===== src/rtl/mem_arbiter_pkg.sv =====
// Shared types for the instruction/data memory arbiter.
package mem_arbiter_pkg;

  typedef logic [63:0] addr_t;
  typedef logic [31:0] word_t;
  typedef logic [63:0] dword_t;

  typedef enum logic [1:0] {FREE, BUSY, ACCESS, ERROR} ramstate_t;
  typedef enum logic [1:0] {IDLE, I_WAIT, D_WAIT} arb_state_t;

  localparam int MAX_D_STREAK_DEF = 4;
  localparam int STREAK_W_DEF     = 3;

  // Pick the 32-bit instruction word out of a 64-bit RAM line.
  function automatic word_t sel_word(input logic hi, input dword_t line);
    return hi ? line[63:32] : line[31:0];
  endfunction

endpackage


===== src/rtl/mem_arbiter_priority.sv =====
// Grant decision: data wins unless an instruction fetch has waited through a full data streak.
module arb_priority #(
  parameter int MAX_D_STREAK = 4,
  parameter int STREAK_W     = 3
) (
  input  logic                d_req,
  input  logic                i_req,
  input  logic [STREAK_W-1:0] streak,
  output logic                grant_d,
  output logic                grant_i
);

  logic i_due;

  assign i_due   = i_req && (streak == STREAK_W'(MAX_D_STREAK));
  assign grant_d = d_req && !i_due;
  assign grant_i = !grant_d && i_req;

endmodule


===== src/rtl/mem_arbiter.sv =====
// Single-outstanding arbiter of IF fetch and MEM data ports onto one RAM port.
module mem_arbiter
  import mem_arbiter_pkg::*;
#(
  parameter int MAX_D_STREAK = MAX_D_STREAK_DEF,
  parameter int STREAK_W     = STREAK_W_DEF
) (
  input  logic      CLK,
  input  logic      RST,
  input  logic      iREN,
  input  addr_t     iaddr,
  output logic      ihit,
  output word_t     iload,
  input  logic      dREN,
  input  logic      dWEN,
  input  addr_t     daddr,
  input  dword_t    dstore,
  output logic      dhit,
  output dword_t    dload,
  output logic      mem_err,
  output logic      ram_ren,
  output logic      ram_wen,
  output addr_t     ram_addr,
  output dword_t    ram_store,
  input  dword_t    ram_load,
  input  ramstate_t ram_state
);

  arb_state_t          state;
  logic [STREAK_W-1:0] streak;
  logic [63:2]         i_addr_lat;   // byte offset within the word is irrelevant
  addr_t               d_addr_lat;
  dword_t              d_store_lat;
  logic                d_wr_lat;
  logic                grant_d, grant_i;
  logic                unused_ibits;

  assign unused_ibits = ^iaddr[1:0];

  arb_priority #(
    .MAX_D_STREAK (MAX_D_STREAK),
    .STREAK_W     (STREAK_W)
  ) u_prio (
    .d_req   (dREN | dWEN),
    .i_req   (iREN),
    .streak  (streak),
    .grant_d (grant_d),
    .grant_i (grant_i)
  );

  // RAM port is driven only from latched request state, so input wiggles mid-wait never reach it.
  always_comb begin
    ram_ren   = 1'b0;
    ram_wen   = 1'b0;
    ram_addr  = '0;
    ram_store = '0;
    case (state)
      I_WAIT: begin
        ram_ren  = 1'b1;
        ram_addr = {i_addr_lat[63:3], 3'b000};
      end
      D_WAIT: begin
        ram_ren   = !d_wr_lat;
        ram_wen   = d_wr_lat;
        ram_addr  = d_addr_lat;
        ram_store = d_store_lat;
      end
      default: ;
    endcase
  end

  // Arbitration FSM with registered hit/error pulses and load data.
  always_ff @(posedge CLK) begin
    if (RST) begin
      state       <= IDLE;
      streak      <= '0;
      i_addr_lat  <= '0;
      d_addr_lat  <= '0;
      d_store_lat <= '0;
      d_wr_lat    <= 1'b0;
      ihit        <= 1'b0;
      dhit        <= 1'b0;
      mem_err     <= 1'b0;
      iload       <= '0;
      dload       <= '0;
    end else begin
      ihit    <= 1'b0;
      dhit    <= 1'b0;
      mem_err <= 1'b0;
      case (state)
        IDLE: begin
          if (grant_d) begin
            d_addr_lat  <= daddr;
            d_store_lat <= dstore;
            d_wr_lat    <= dWEN;
            state       <= D_WAIT;
            if (streak != STREAK_W'(MAX_D_STREAK)) streak <= streak + 1'b1;
          end else begin
            // Either nothing from the data side or the fetch has been let through.
            streak <= '0;
            if (grant_i) begin
              i_addr_lat <= iaddr[63:2];
              state      <= I_WAIT;
            end
          end
        end
        I_WAIT: begin
          if (ram_state == ERROR) begin
            mem_err <= 1'b1;
            state   <= IDLE;
          end else if (ram_state == ACCESS) begin
            ihit  <= iREN;
            iload <= sel_word(i_addr_lat[2], ram_load);
            state <= IDLE;
          end else if (!iREN) begin
            state <= IDLE;   // fetch flushed
          end
        end
        D_WAIT: begin
          if (ram_state == ERROR) begin
            mem_err <= 1'b1;
            state   <= IDLE;
          end else if (ram_state == ACCESS) begin
            if (d_wr_lat) begin
              dhit <= dWEN;   // write lands regardless; only the handshake is dropped
            end else begin
              dhit  <= dREN;
              dload <= ram_load;
            end
            state <= IDLE;
          end else if (!d_wr_lat && !dREN) begin
            state <= IDLE;   // reads may be abandoned, writes may not
          end
        end
        default: state <= IDLE;
      endcase
    end
  end

endmodule


===== config.mk =====
export PLATFORM = sky130hd
export DESIGN_NAME = mem_arbiter
export DESIGN_NICKNAME = d
export VERILOG_FILES = /design/src/rtl/mem_arbiter_pkg.sv /design/src/rtl/mem_arbiter_priority.sv /design/src/rtl/mem_arbiter.sv
export SDC_FILE = /design/constraint.sdc
export NUM_CORES = 1
export LEC_CHECK = 0
export ABC_AREA = 1
export BUFFER_PORTS_ARGS = -buffer_cell sky130_fd_sc_hd__buf_2
export CORE_AREA = 5 5 190 192
export DETAILED_ROUTE_END_ITERATION = 8
export DIE_AREA = 0 0 195 197
export GPL_ROUTABILITY_DRIVEN = 0
export PLACE_DENSITY = 0.66
export SKIP_CTS_REPAIR_TIMING = 1
export SYNTH_ARGS = -nofsm -noshare
export SYNTH_HDL_FRONTEND = slang
export SYNTH_SLANG_ARGS = --single-unit

===== constraint.sdc =====
create_clock -name CLK -period 2.74 [get_ports CLK]
set_input_delay 0.548 -clock CLK [delete_from_list [all_inputs] [get_ports CLK]]
set_output_delay 0.548 -clock CLK [all_outputs]
set_load 0.05 [all_outputs]

==> flow_metrics.tcl, run 1 <==
set metrics [dict create \
    clk_latency_ns 0.52 \
    fin_crit_ns 2.68 \
    dp_hpwl_um 32000 \
    hold_viol 0 \
    fin_skew_ns 0.0175 \
    holdCritPathClass "primary input to flop" \
    fin_nets 2583 \
    grt_overflow_total 0 \
    layout-drive-gt1-share_pct 24.9 \
    startpoint_type "flop" \
    grt_pass1_vias 12600 \
    leakage_nw 8.50 \
    initial_core_util_pct 36.6 \
    synth.top_cell.area_share_pct 47.2 \
    rsz0062_at_grt "true" \
    cp.required_ns 2.19 \
    first_pass_iters 5 \
    antenna_found_initial 17 \
    clkTransAtPathRegs_ns 0.06 \
    wl_per_cell_um 16.1 \
    maxCapViolations 0 \
    synth_cell_types 19 \
    hold_ws_ns 0.262 \
    synthesis.nets 2163 \
    syn_area_mm2 0.0125 \
    routed-via-count 13400 \
    ys_ff_latch 295 \
    core_mm2 0.0342 \
    finalWorstSetupSlack_ns 0.0578 \
    power_mw 12.5 \
    syn_area_per_cell_um2 6.60 \
    grt_max_degree 164 \
    setup_violations 0 \
    dr.first_iter.drc_count 626 \
    io_pins 492 \
    area_delta_synth_final_pct 33.6 \
    vias_per_cell 4.78 \
    clockBufferDepth 3 \
    cts-root-buf "clkbuf_16" \
    period_share_pct 97.9 \
    cts.sinks 295 \
    yosysTopAreaCell "dfxtp_1" \
    ir_drop_mv 0.540 \
    portBuffers 489 \
    layout_common_cells "718 x nand2_1, 447 x buf_2, 295 x dfxtp_1" \
    max_freq_ghz 0.373 \
    grt_pass1_wl_um 68700 \
    ant_nets 0 \
    power.density_mw_per_mm2 746 \
    fp.dieW_um 195 \
    critPathCaptureType "output pin" \
    max-slew-margin-rel_pct 26.5 \
    status "finished clean" \
    die_area_mm2 0.0384 \
    cts_tree "done" \
    grt_usage_pct 22.0 \
    preCtsSetupSlack_ns 0.423 \
    final_max_slew_viol_count 0 \
    worstPathArrival_ns 2.13 \
    syn_inst 1895 \
    path_class "flop to output pin" \
    tightestPinTransition_ns 1.10 \
    synth.area.top_cells "dfxtp_1 47%, nand2_1 22%, a21oi_1 9.0%" \
    cts_buffers 35 \
    path_max_fanout 52 \
    cts_max_level 2 \
    drt-total-wl_um 45100 \
    rows 68 \
    final_common_cell "nand2_1" \
    synth_warnings 0 \
    die_h_um 197 \
    drcViolationCount 0 \
    synth-seq-area-share_pct 47.2 \
]
-- per-layer routing --
layer,global-route usage (%),routed length (um),part of all wire (%)
met1,26.8,18200,40
met2,36.5,21400,47
met3,6.99,3960,8.8
met4,8.28,1510,3.3
met5,0,80,0.18
-- Yosys cell counts --
cell,number
a21oi_1,224
a221oi_1,1
buf_1,12
buf_2,23
buf_4,16
buf_6,5
clkbuf_1,75
dfxtp_1,295
ha_1,5
inv_1,143
inv_2,3
nand2_1,719
nand3_1,40
nand3_2,1
nand4_1,1
nor2_1,265
nor2_4,1
nor3_1,1
o21ai_0,65
-- report_power, final --
part / internal (mW) / switching (mW)
sequential: 4.67 / 0.197
combinational: 0.803 / 1.96
clock: 3.04 / 1.79
total: 8.52 / 3.95
-- path summary, 6_finish.rpt --
check / slack, ns / cells after the start / to / startpoint
min: 0.26 / 3 / i_addr_lat[55] / iaddr[55]
max: 0.06 / 6 / ram_addr[7] / state[1]
min reg2reg: 0.46 / 2 / d_addr_lat[12] / d_addr_lat[12]
max reg2reg: 0.74 / 8 / i_addr_lat[5] / streak[0]
-- registers in the layout (all words and copies together) (netlist names), 2 cells and up --
register / count
iload: 32
streak: 3
dload: 64
d_addr_lat: 64
d_store_lat: 64
state: 2
i_addr_lat: 62
-- critical path: stages, from the launching register on --
cell and delay (ns):
dfxtp_1 0.38, inv_1 0.14, ha_4 0.32, inv_4 0.08, buf_16 0.20, a21oi_1 0.21
buf_4 0.24
-- per-stage QoR --
| stage | TNS (ns) | utilization, % | cells | instance area [um^2] |
|---|---|---|---|---|
| after floorplan | 0 | - | 1895 | 12500 |
| after global placement | 0 | 44.8 | 2731 | 15300 |
| after detailed placement | 0 | 44.8 | 2731 | 15300 |
| after CTS | -4.65 | 48.3 | 2790 | 16500 |
| after global routing | -0.209 | 48.9 | 2801 | 16700 |
| final | 0 | 48.9 | 2804 | 16700 |
-- cells by family (layout without fill, tap and decap cells) --
family	count (synthesis)	count (layout)	synth area share (%)
simple gates	1028	1028	31.4
flops	295	295	47.2
compound gates	290	290	11.6
buf+inv	277	719	9.32
fa+ha+maj	5	5	0.500
other cells	0	12	0
-- area by class of cell --
cell class                      count  area, um^2
Timing Repair Buffer              514        2930
Sequential cell                   295        5910
Clock inverter                      7         138
Tap cell                          455         569
Clock buffer                       52        1060
Antenna cell                       12        30.0
Multi-Input combinational cell   1323        5520
Fill cell                        3528       17500
Inverter                          146         556
Note: power is estimated with default switching activity, not from simulation.
==> run 2, diff against run 1 <==
--- a/config.mk
+++ b/config.mk
@@ -12,6 +12,7 @@
 export DIE_AREA = 0 0 195 197
 export GPL_ROUTABILITY_DRIVEN = 0
 export PLACE_DENSITY = 0.66
+export SETUP_SLACK_MARGIN = 0.4
 export SKIP_CTS_REPAIR_TIMING = 1
 export SYNTH_ARGS = -nofsm -noshare
 export SYNTH_HDL_FRONTEND = slang
==> run 2 against run 1 <==
Compared with the run above: final cell count grew 0.43%; non-clock buffer count grew 18; count of clock-buffer cells in the layout grew 1; first-iteration DRC count grew 11%; clock power shrank 4%; largest power group unchanged; fmax grew 9.8%; highest routed layer unchanged; hold slack lost 0.0084 ns; via count grew 1.0%; flip-flop and latch count is the same; critical endpoint is now ram_addr[22]; setup slack gained 0.24 ns.
==> flow_metrics.tcl, run 2 (synthesis gave the netlist of run 1 again) <==
set metrics [dict create \
    setup_violations 0 \
    preCtsSetupSlack_ns 0.486 \
    path_cells "inv_4 > ha_4 > buf_12 > nand2_1 > a21oi_2 > buf_4" \
    ant_nets 0 \
    dp_hpwl_um 30400 \
    period_share_pct 89.2 \
    die_h_um 197 \
    cts.sinks 295 \
    area_delta_synth_final_pct 41.3 \
    max-slew-margin-rel_pct 21.4 \
    setup_tns_ns 0 \
    switching_share_pct 32.5 \
    die_area_mm2 0.0384 \
    seqCellArea_mm2 0.00591 \
    p_seq_share_pct 38.2 \
    final_common_cell "nand2_1" \
    combPwrFrac_pct 25.4 \
    rows 68 \
    maxCapViolations 0 \
    design_area_mm2 0.0177 \
    drcViolationCount 0 \
    crit_buf_inv 3 \
    power.density_mw_per_mm2 721 \
    hold_viol 0 \
    critPathTopFamily "buffers and inverters" \
    fp.dieW_um 195 \
    leakage_nw 8.67 \
    portBuffers 489 \
    power_mw 12.8 \
    rsz0062_at_grt "true" \
    dpl-instance-area_mm2 0.0155 \
    wl_per_cell_um 16.8 \
    initial_core_util_pct 36.6 \
    fill_cells 3392 \
    layout-drive-gt1-share_pct 28.0 \
    first_pass_iters 6 \
    ir_drop_mv 0.522 \
    grt_max_degree 164 \
    grt_usage_pct 21.6 \
    grt_pass1_vias 12500 \
    reg_top3 "d_addr_lat x64, d_store_lat x64, dload x64" \
    fin_crit_ns 2.44 \
    status "finished clean" \
    holdCritPathClass "primary input to flop" \
    internal-power_mw 8.61 \
    finalWorstSetupSlack_ns 0.297 \
    path_class "flop to output pin" \
    p_clk_share_pct 36.4 \
    max_freq_ghz 0.409 \
    cts_max_level 2 \
    clockBufferDepth 3 \
    path_max_fanout 15 \
    fin_nets 2600 \
    grt_pass1_wl_um 68100 \
    grt_overflow_total 0 \
    cts_buffers 34 \
    layout_common_cells "715 x nand2_1, 359 x buf_2, 293 x dfxtp_1" \
    cpPeakStageDelay_ns 0.36 \
    critPathSlowestCell "dfxtp_4" \
    cts_tree "done" \
    core_mm2 0.0342 \
    worstPathArrival_ns 1.90 \
    io_pins 492 \
    cp.required_ns 2.19 \
    vias_per_cell 4.81 \
    antenna_found_initial 14 \
    clkTransAtPathRegs_ns 0.06 \
    routed-via-count 13500 \
    multi_input_area_mm2 0.00580 \
    critPathCaptureType "output pin" \
    p_sw_mw 4.15 \
    final_max_slew_viol_count 0 \
    startpoint_type "flop" \
    clk_latency_ns 0.51 \
    dr.first_iter.drc_count 697 \
    fin_skew_ns 0.00920 \
    tightestPinTransition_ns 1.18 \
    drt-total-wl_um 47200 \
    cts-root-buf "clkbuf_16" \
]
## run 2: final timing paths
kind,from,to,slack [ns],depth (start not counted)
worst max-delay path,state[1],ram_addr[22],0.30,6
worst min-delay path,iaddr[25],i_addr_lat[25],0.25,3
worst max register to register,state[0],dload[54],0.52,9
worst min register to register,iload[30],iload[30],0.46,2
## run 2: through the flow
step,std cells,hold slack [ns],util [%]
finish,2816,0.254,51.7
global route,2812,0.251,51.7
CTS,2787,0.238,48.7
detailed placement,2730,0.455,45.4
global placement,2730,0.450,45.4
floorplan,1895,0.444,-
## run 2: layer usage
| metal | vias to the layer above | share of wire, % | GRT usage [%] |
|---|---|---|---|
| met5 | - | 0.19 | 0 |
| met4 | 12 | 3.2 | 7.32 |
| met3 | 97 | 9.4 | 6.89 |
| met2 | 537 | 47 | 36.4 |
| met1 | 6199 | 40 | 26.2 |
| li1 | 6686 | - | - |
## run 2: worst register-to-register path: cells and delay by family (launching register included)
family,cells,cell delay (ns)
adder cells (fa/ha/maj),1,0.19
AND/OR/NAND/NOR,4,0.56
buffers and inverters,4,1.07
flip-flops,1,0.34
## run 2: power groups by stage
stage | logic, mW | clock network [mW] | registers [mW]
after CTS | 2.82 | 4.75 | 4.86
final | 3.24 | 4.65 | 4.87
after global routing | 3.50 | 4.93 | 4.91
after detailed placement | 2.81 | 0 | 4.95
after floorplan | 1.71 | 0 | 5.15
after global placement | 2.78 | 0 | 4.94
## run 2: area by class of cell
class / count / area share [%]
diodes: 8 / 0.113
clock buffers: 53 / 6.08
clock inverters: 4 / 0.396
inverters: 146 / 3.17
multi-input cells: 1323 / 32.8
flip-flops and latches: 295 / 33.4
well taps: 455 / 3.22
repair buffers: 532 / 20.8
